--- src/rtl/i2c_pkg.sv ---
// Shared definitions for the I2C command arbiter: FSM encoding, response
// error codes, command field widths and the round-robin index helper.
package i2c_pkg;

    typedef enum logic [1:0] {
        ST_IDLE  = 2'd0,
        ST_ISSUE = 2'd1,
        ST_WAIT  = 2'd2,
        ST_RESP  = 2'd3
    } state_t;

    localparam logic [1:0] ERR_OK      = 2'b00;
    localparam logic [1:0] ERR_NACK    = 2'b01;
    localparam logic [1:0] ERR_TIMEOUT = 2'b10;

    localparam int DEV_W  = 7;
    localparam int REG_W  = 8;
    localparam int DATA_W = 8;

    // (base + off) mod n, assuming base < n and off < n.
    function automatic logic [2:0] wrap_add(input logic [2:0] base, input int off, input int n);
        int s;
        s = int'({29'd0, base}) + off;
        if (s >= n) begin
            s = s - n;
        end
        return s[2:0];
    endfunction

endpackage

--- src/rtl/i2c_rr_pick.sv ---
// Combinational round-robin picker: first set request at or after the
// pointer, wrapping modulo N_REQ.
module i2c_rr_pick
    import i2c_pkg::*;
#(
    parameter int N_REQ = 4
) (
    input  logic [N_REQ-1:0] i_req,
    input  logic [2:0]       i_ptr,
    output logic             o_valid,
    output logic [2:0]       o_idx
);

    logic [7:0] w_req8;

    always_comb begin
        w_req8 = '0;
        w_req8[N_REQ-1:0] = i_req;
    end

    // Walk offsets from the far end so the nearest offset overwrites last.
    always_comb begin
        o_valid = 1'b0;
        o_idx   = '0;
        for (int k = N_REQ - 1; k >= 0; k--) begin
            if (w_req8[wrap_add(i_ptr, k, N_REQ)]) begin
                o_valid = 1'b1;
                o_idx   = wrap_add(i_ptr, k, N_REQ);
            end
        end
    end

endmodule

--- src/rtl/i2c_cmd_arbiter.sv ---
// Round-robin arbiter sharing one I2C master among N_REQ requesters; holds
// the granted command stable and returns status/read data to the winner.
module i2c_cmd_arbiter
    import i2c_pkg::*;
#(
    parameter int N_REQ       = 4,
    parameter int TO_W        = 12,
    parameter int TIMEOUT_CYC = 4000
) (
    input  logic                    clk,
    input  logic                    rst,
    input  logic [N_REQ-1:0]        req,
    input  logic [N_REQ-1:0]        req_rw,
    input  logic [DEV_W*N_REQ-1:0]  req_dev,
    input  logic [REG_W*N_REQ-1:0]  req_reg,
    input  logic [DATA_W*N_REQ-1:0] req_wdata,
    output logic [N_REQ-1:0]        gnt,
    output logic                    rsp_valid,
    output logic [2:0]              rsp_id,
    output logic [1:0]              rsp_err,
    output logic [DATA_W-1:0]       rsp_rdata,
    output logic                    busy,
    output logic                    m_start,
    output logic                    m_rw,
    output logic [DEV_W-1:0]        m_dev,
    output logic [REG_W-1:0]        m_reg,
    output logic [DATA_W-1:0]       m_wdata,
    input  logic                    m_done,
    input  logic                    m_nack,
    input  logic [DATA_W-1:0]       m_rdata,
    output state_t                  dbg_state
);

    localparam logic [TO_W-1:0] TO_LAST = TO_W'(TIMEOUT_CYC - 1);

    // Handshake: req[i] is held until gnt[i] pulses; gnt means the command
    // was latched. rsp_valid pulses once per grant unless reset intervenes.
    state_t              r_state;
    state_t              w_state_next;
    logic [2:0]          r_ptr;
    logic [2:0]          r_idx;
    logic [TO_W-1:0]     r_cnt;
    logic [N_REQ-1:0]    r_gnt;
    logic                r_rsp_valid;
    logic [2:0]          r_rsp_id;
    logic [1:0]          r_rsp_err;
    logic [DATA_W-1:0]   r_rsp_rdata;
    logic                r_busy;
    logic                r_m_start;
    logic                r_m_rw;
    logic [DEV_W-1:0]    r_m_dev;
    logic [REG_W-1:0]    r_m_reg;
    logic [DATA_W-1:0]   r_m_wdata;

    logic                w_pick_valid;
    logic [2:0]          w_pick_idx;
    logic [N_REQ-1:0]    w_gnt_oh;
    logic                w_sel_rw;
    logic [DEV_W-1:0]    w_sel_dev;
    logic [REG_W-1:0]    w_sel_reg;
    logic [DATA_W-1:0]   w_sel_wdata;
    logic                w_to_hit;

    i2c_rr_pick #(.N_REQ(N_REQ)) u_pick (
        .i_req   (req),
        .i_ptr   (r_ptr),
        .o_valid (w_pick_valid),
        .o_idx   (w_pick_idx)
    );

    always_comb begin
        w_gnt_oh    = '0;
        w_sel_rw    = 1'b0;
        w_sel_dev   = '0;
        w_sel_reg   = '0;
        w_sel_wdata = '0;
        for (int i = 0; i < N_REQ; i++) begin
            if (w_pick_idx == i[2:0]) begin
                w_gnt_oh[i] = 1'b1;
                w_sel_rw    = req_rw[i];
                w_sel_dev   = req_dev[DEV_W*i +: DEV_W];
                w_sel_reg   = req_reg[REG_W*i +: REG_W];
                w_sel_wdata = req_wdata[DATA_W*i +: DATA_W];
            end
        end
    end

    assign w_to_hit = (r_cnt == TO_LAST);

    always_ff @(posedge clk) begin
        if (!rst) begin
            r_state <= ST_IDLE;
        end else begin
            r_state <= w_state_next;
        end
    end

    always_comb begin
        w_state_next = r_state;
        case (r_state)
            ST_IDLE:  if (w_pick_valid) w_state_next = ST_ISSUE;
            ST_ISSUE: w_state_next = ST_WAIT;
            ST_WAIT:  if (m_done || w_to_hit) w_state_next = ST_RESP;
            ST_RESP:  w_state_next = ST_IDLE;
            default:  w_state_next = ST_IDLE;
        endcase
    end

    // Response fields are registered on leaving WAIT so rsp_valid is seen
    // during the RESP cycle, one edge after m_done is sampled.
    always_ff @(posedge clk) begin
        if (!rst) begin
            r_ptr       <= '0;
            r_idx       <= '0;
            r_cnt       <= '0;
            r_gnt       <= '0;
            r_rsp_valid <= 1'b0;
            r_rsp_id    <= '0;
            r_rsp_err   <= ERR_OK;
            r_rsp_rdata <= '0;
            r_busy      <= 1'b0;
            r_m_start   <= 1'b0;
            r_m_rw      <= 1'b0;
            r_m_dev     <= '0;
            r_m_reg     <= '0;
            r_m_wdata   <= '0;
        end else begin
            r_gnt       <= '0;
            r_m_start   <= 1'b0;
            r_rsp_valid <= 1'b0;
            case (r_state)
                ST_IDLE: begin
                    if (w_pick_valid) begin
                        r_idx     <= w_pick_idx;
                        r_m_rw    <= w_sel_rw;
                        r_m_dev   <= w_sel_dev;
                        r_m_reg   <= w_sel_reg;
                        r_m_wdata <= w_sel_wdata;
                        r_gnt     <= w_gnt_oh;
                        r_busy    <= 1'b1;
                    end
                end
                ST_ISSUE: begin
                    r_m_start <= 1'b1;
                    r_cnt     <= '0;
                end
                ST_WAIT: begin
                    r_cnt <= r_cnt + TO_W'(1);
                    if (m_done) begin
                        r_rsp_valid <= 1'b1;
                        r_rsp_id    <= r_idx;
                        r_rsp_err   <= m_nack ? ERR_NACK : ERR_OK;
                        r_rsp_rdata <= (r_m_rw && !m_nack) ? m_rdata : '0;
                    end else if (w_to_hit) begin
                        r_rsp_valid <= 1'b1;
                        r_rsp_id    <= r_idx;
                        r_rsp_err   <= ERR_TIMEOUT;
                        r_rsp_rdata <= '0;
                    end
                end
                ST_RESP: begin
                    r_busy <= 1'b0;
                    r_ptr  <= (r_idx == 3'(N_REQ - 1)) ? 3'd0 : r_idx + 3'd1;
                end
                default: ;
            endcase
        end
    end

    assign gnt       = r_gnt;
    assign rsp_valid = r_rsp_valid;
    assign rsp_id    = r_rsp_id;
    assign rsp_err   = r_rsp_err;
    assign rsp_rdata = r_rsp_rdata;
    assign busy      = r_busy;
    assign m_start   = r_m_start;
    assign m_rw      = r_m_rw;
    assign m_dev     = r_m_dev;
    assign m_reg     = r_m_reg;
    assign m_wdata   = r_m_wdata;
    assign dbg_state = r_state;

endmodule

--- config.mk ---
export PLATFORM = sky130hd
export DESIGN_NAME = i2c_cmd_arbiter
export DESIGN_NICKNAME = d
export VERILOG_FILES = /design/src/rtl/i2c_pkg.sv /design/src/rtl/i2c_rr_pick.sv /design/src/rtl/i2c_cmd_arbiter.sv
export SDC_FILE = /design/constraint.sdc
export NUM_CORES = 1
export LEC_CHECK = 0
export BUFFER_PORTS_ARGS = -buffer_cell sky130_fd_sc_hd__buf_4
export CORE_MARGIN = 3
export CORE_UTILIZATION = 53
export CTS_BUF_LIST = sky130_fd_sc_hd__clkbuf_8
export CTS_CLUSTER_DIAMETER = 40
export CTS_CLUSTER_SIZE = 28
export DETAILED_ROUTE_END_ITERATION = 8
export PLACE_DENSITY_LB_ADDON = 0.12
export SYNTH_ARGS = -nofsm -noshare
export SYNTH_HDL_FRONTEND = slang
export SYNTH_SLANG_ARGS = --single-unit
--- constraint.sdc ---
create_clock -name clk -period 5.18 [get_ports clk]
set_input_delay 0.518 -clock clk [delete_from_list [all_inputs] [get_ports clk]]
set_output_delay 0.518 -clock clk [all_outputs]
set_load 0.03 [all_outputs]
# == Word level (Yosys, flattened, before mapping) ==
# Index checks and enable logic that the tools add are counted.
# word_totals
ff_bits,64
latchBits,0
ramBits,0
romBits,0
in_bits,112
out_inout_bits,46
word_cells,114
mem_count,0
# classes
addsub,9
mul,0
n_div,0
order_cmp,8
eq_ne,10
shifts,0
n_mux,58
bitwise_logic,0
n_reduce_logical,14
# op_table
op,count
2-to-1 mux 8 bit,11
2-to-1 mux 3 bit,11
2-to-1 mux 7 bit,4
case mux 12 bit (2 select lines),1
2-to-1 mux 1 bit,21
"less-than comparator 3 x 4 -> 1 bit, second input constant",4
"adder 12 x 1 -> 12 bit, second input constant",1
binary-select mux 1 bit (select 3 bit),4
"== test 12 bit, second input constant",1
"greater-or-equal comparator 4 x 3 -> 1 bit, second input constant",3
"subtractor 3 bit, second input constant",4
AND reduction 2 bit,5
"== test 3 x 2 -> 1 bit, second input constant",3
"adder 3 x 2 -> 4 bit, second input constant",2
2-to-1 mux 2 bit,4
case mux 2 bit (4 select lines),1
nonzero test 2 bit,3
"adder 3 x 1 -> 4 bit, second input constant",1
"== test 2 bit, second input constant",2
"adder 3 x 1 -> 3 bit, second input constant",1
"== test 3 x 1 -> 1 bit, second input constant",1
"greater-or-equal comparator 3 bit, second input constant",1
zero test 3 bit,1
AND reduction 3 bit,1
8 further kinds,8

# == Depth between registers and ports, before layout ==
# depth
ltp_word,14
mapped_depth,12
ltp_nobuf,8

# == Cells and area by module ==
# A second synthesis with hierarchy kept.
# unflattened
cells_unflattened,338
area_unflattened_um2,3368.2
# modules_own_cells
module,n_inst,cells_each,area_each_um2,seq_area_each_um2
i2c_cmd_arbiter,1,297,3034.2,1281.2
i2c_rr_pick,1,41,334.1,0.0

# == Least setup slack after synthesis ==
# No wires, ideal clock.
# synth_timing
kind,register to register
startpoint,reg r_ptr[0]
endpoint,reg r_m_dev[5] (netlist: m_dev[5])
setup_ns,0.079
arrival_time_ns,2.638
required_time_ns,5.101
setup_slack_ns,2.462
stages_incl_launch_ff,13
n_path_buf,4
period_less_slack_ns,2.718
path_cell_list,dfxtp_1 -> buf_6 -> inv_1 -> ha_1 -> mux4_2 -> and2_1 -> o31a_1 -> buf_6 -> nor2b_1 -> buf_2 -> buf_2 -> nand2_1 -> o221ai_2
# synth_between
elab_chain_len,14
word_cells_on_any_way,40
classes_between,add/sub: 7; order compare: 4; eq/ne: 3; mux: 24; reduce/logical: 2
# synth_lines
element,line_no,text
start: declaration,i2c_cmd_arbiter.sv:40,logic [2:0] r_ptr;
start signal: assignment,i2c_cmd_arbiter.sv:163,r_ptr <= (r_idx == 3'(N_REQ - 1)) ? 3'd0 : r_idx + 3'd1;
adder 3 x 2 -> 4 bit,i2c_pkg.sv:23,"s = int'({29'd0, base}) + off;"
greater-or-equal comparator 4 x 3 -> 1 bit or subtractor 3 bit (tied branches),"i2c_pkg.sv:24, i2c_pkg.sv:25",
2-to-1 mux 3 bit,i2c_pkg.sv:24,if (s >= n) begin
binary-select mux 1 bit (select 3 bit),i2c_rr_pick.sv:26,"if (w_req8[wrap_add(i_ptr, k, N_REQ)]) begin"
2-to-1 mux 1 bit (not written as such),i2c_rr_pick.sv:26,
2-to-1 mux 3 bit (4 in a row),i2c_rr_pick.sv:26,
zero test 3 bit,i2c_cmd_arbiter.sv:78,if (w_pick_idx == i[2:0]) begin
2-to-1 mux 7 bit (4 in a row),i2c_cmd_arbiter.sv:78,
end signal: assignment,i2c_cmd_arbiter.sv:136,r_m_dev <= w_sel_dev;
end: declaration,i2c_cmd_arbiter.sv:51,logic [DEV_W-1:0] r_m_dev;
# Parallel ways exist; a longest one is shown, timed or not. The select of a mux whose other input is x is not followed.
# A chain may end at the register's enable or synchronous reset.

# == Final worst setup path ==
# layout_timing
startpoint,reg r_ptr[0]
endpoint,reg r_m_reg[3] (netlist: m_reg[3])
# layout_between
elab_chain_len,14
word_cells_on_any_way,40
classes_between,add/sub: 7; order compare: 4; eq/ne: 3; mux: 24; reduce/logical: 2
# layout_lines
element,line_no,text
adder 3 x 2 -> 4 bit,i2c_pkg.sv:23,
greater-or-equal comparator 4 x 3 -> 1 bit or subtractor 3 bit (tied branches),"i2c_pkg.sv:24, i2c_pkg.sv:25",
2-to-1 mux 3 bit,i2c_pkg.sv:24,
binary-select mux 1 bit (select 3 bit),i2c_rr_pick.sv:26,
2-to-1 mux 1 bit (not written as such),i2c_rr_pick.sv:26,
2-to-1 mux 3 bit (4 in a row),i2c_rr_pick.sv:26,
zero test 3 bit,i2c_cmd_arbiter.sv:78,
2-to-1 mux 8 bit (4 in a row),i2c_cmd_arbiter.sv:78,
end signal: assignment,i2c_cmd_arbiter.sv:137,r_m_reg <= w_sel_reg;
end: declaration,i2c_cmd_arbiter.sv:52,logic [REG_W-1:0] r_m_reg;
# Parallel ways exist; a longest one is shown, timed or not. The select of a mux whose other input is x is not followed.

==> results.yml <==
synthesis:
  muxShareOfSynthArea: 0.169
  ys_async_sr_fraction: 0
  synth_ff_type: "dfxtp_1"
  synth_compound_area_frac: 0.175
  synth_top_family_by_area: "compound AO/OA/AOI/OAI gates"
  ys_top_cells_by_area: "dfxtp_1 (37%), mux2i_1 (15%), o221ai_2 (8.6%)"
  ys_warn_count: 0
  ys_seq_area_frac: 0.366
  syn_inst: 354
  synth.distinct_cells: 49
  synth.top_cell.area_share: 0.366
  synth_xor_xnor_area_share: 0.0225
  netlist_area_um2: 3500
  synth_nets: 475
  ys_seq_elements: 64
  yosys.area.top_type: "dfxtp_1"
  synth_edf_count: 0
  synthSimpleGateAreaFrac: 0.174
  avgSynthCellArea_um2: 9.88
  synth_adder_area_share: 0.0322
cells_and_area:
  n_antenna_cell: 0
  max_flop_register: "r_cnt"
  final_cells: 581
  final_core_util: 0.782
  nets: 623
  layout_commonest_cell: "buf_4"
  largest_register_ffs: 12
  layout-drive-gt1-share: 0.403
  finalInstanceArea_um2: 4820
  layout_common_cells: "buf_4 (159), dfxtp_1 (64), nand2_1 (55), mux2i_1 (54), o221ai_2 (20)"
  area_growth_pct: 37.9
power:
  power_per_cell_area_nw_per_um2: 436
  leakage_nw: 2.25
  peakVddDrop_v: 0.000281
  power_mw: 2.10
clocking:
  hold_buffers: 0
  clock_latency_ps: 340
  cts_num_sinks: 64
  cts_buffers: 9
  post_cts_resized: 0
  post_cts_buffers: 0
  cts_tree: "yes"
  clockBufferDepth: 2
  clk_pin_slew_worst_paths_ps: 70
  htreeDepth: 3
  root_buffer: "clkbuf_8"
global_routing:
  grt_pass1_vias: 3297
  grt_use_total: 0.253
  grt_antenna_before_repair: 0
  grt_max_degree: 36
  grt_pass1_wl_mm: 15.3
  grt-ovfl-total: 0
setup_path:
  path_cells: "inv_1, ha_1, mux4_2, and2_1, o31a_1, nor2b_2, nand2_1, o221ai_2"
  slowest_stage: "nor2b_2"
  crit_family: "simple AND/OR/NAND/NOR gates"
  cp_max_fo: 25
  critical_path_buf_inv_count: 1
  path_class: "reg2reg"
  slowest_delay_ps: 800
  crit_path_start_kind: "flop"
  endpoint_kind: "flop"
  required_ps: 5420
  crit_arrival_ps: 3870
timing:
  drv_slew: 0
  whs_ps: 450
  fmax_mhz: 275
  setup_viol: 0
  finalHoldViolCount: 0
  fin_crit_ps: 3640
  setup_slack_ps: 1540
  worst_slew_pin_slew_ps: 977
  finalSetupTns_ps: 0
  post-route-period-util: 0.702
  clock_skew_ps: 6.73
  rsz0062_at_grt: "false"
  maxSlewHeadroom: 0.345
floorplan:
  initial_core_util: 0.567
  num_rows: 28
  die_y_um: 87.2
  io_pins: 158
  die_area_um2: 7610
  core-area_um2: 6170
  die_w_um: 87.2
routing:
  drcViolationCount: 0
  vias: 3265
  drt-wirelength-per-cell_um: 17.0
  dr.pass1.iters: 4
  ant_nets: 0
  viasPerCell: 5.62
  drtIter0Drc: 114
  wl_mm: 9.89
place:
  placed_cell_area_um2: 4620
  pre_cts_slack_ps: 1630
  portBuffers: 157
  hpwl_mm: 7.39
  dp_cells: 566
  gp_congestion: 0.925
flow_run:
  max-cap-violations: 0
min_path:
  hold_class: "in2reg"
status:
  status: "completed"
## cells by family after synthesis
logic type	Yosys count
compound gates	62
xor+xnor	9
fa+ha+maj	9
buf+inv	30
flops	64
mux	56
simple gates	124
## routing by layer
metal | vias to the layer above | wire [um] | track usage
li1 | 1575 | - | -
met1 | 1533 | 3660 | 0.283
met2 | 126 | 5300 | 0.450
met3 | 31 | 639 | 0.0653
met4 | 0 | 293 | 0.109
met5 | - | 0 | 0
## cell type report
type	count	area (um2)
clock buffer	12	165
tap	75	93.8
fill	438	1340
sequential	64	1280
clock inverter	3	40.0
multi-input combinational	260	2020
timing repair buffer	159	1190
inverter	8	30.0
## worst reg2reg max path, delay by kind of cell, from the launching register on
kind / cells / cell delay (ps)
AND/OR/NAND/NOR: 3 / 1230
flip-flops: 1 / 710
multiplexers: 1 / 540
AO/OA/AOI/OAI: 2 / 530
adder cells (fa/ha/maj): 1 / 420
buffers and inverters: 1 / 100
## report_power, final
group / switching (mW) / internal, mW / total (mW)
Sequential: 0.0737 / 0.601 / 0.674
Combinational: 0.582 / 0.404 / 0.986
Clock: 0.185 / 0.257 / 0.442
Total: 0.841 / 1.26 / 2.10
## cell usage after synthesis, drive strengths merged, types with 2 or more instances
cell / n
ha: 9
o21ai: 5
mux4: 2
a211oi: 2
nor2: 19
buf: 17
and2: 8
a21oi: 3
o22ai: 2
dfxtp: 64
xor2: 7
nand2b: 2
nand4: 5
a21boi: 17
xnor2: 2
mux2i: 54
nand3b: 2
nor3: 3
and2b: 2
nand2: 55
o31a: 2
clkbuf: 5
o221ai: 24
nand3: 16
nor2b: 6
inv: 8
a31oi: 2
## final timing paths
path                            slack (ps)      endpoint  cells after the start          from
worst min-delay path                   450  rsp_rdata[0]                      3    m_rdata[0]
worst max-delay path                  1540      m_reg[3]                      8      r_ptr[0]
worst min register to register         470  rsp_rdata[0]                      2  rsp_rdata[0]
worst max register to register        1540      m_reg[3]                      8      r_ptr[0]
Note: power is estimated with default switching activity, not from simulation.
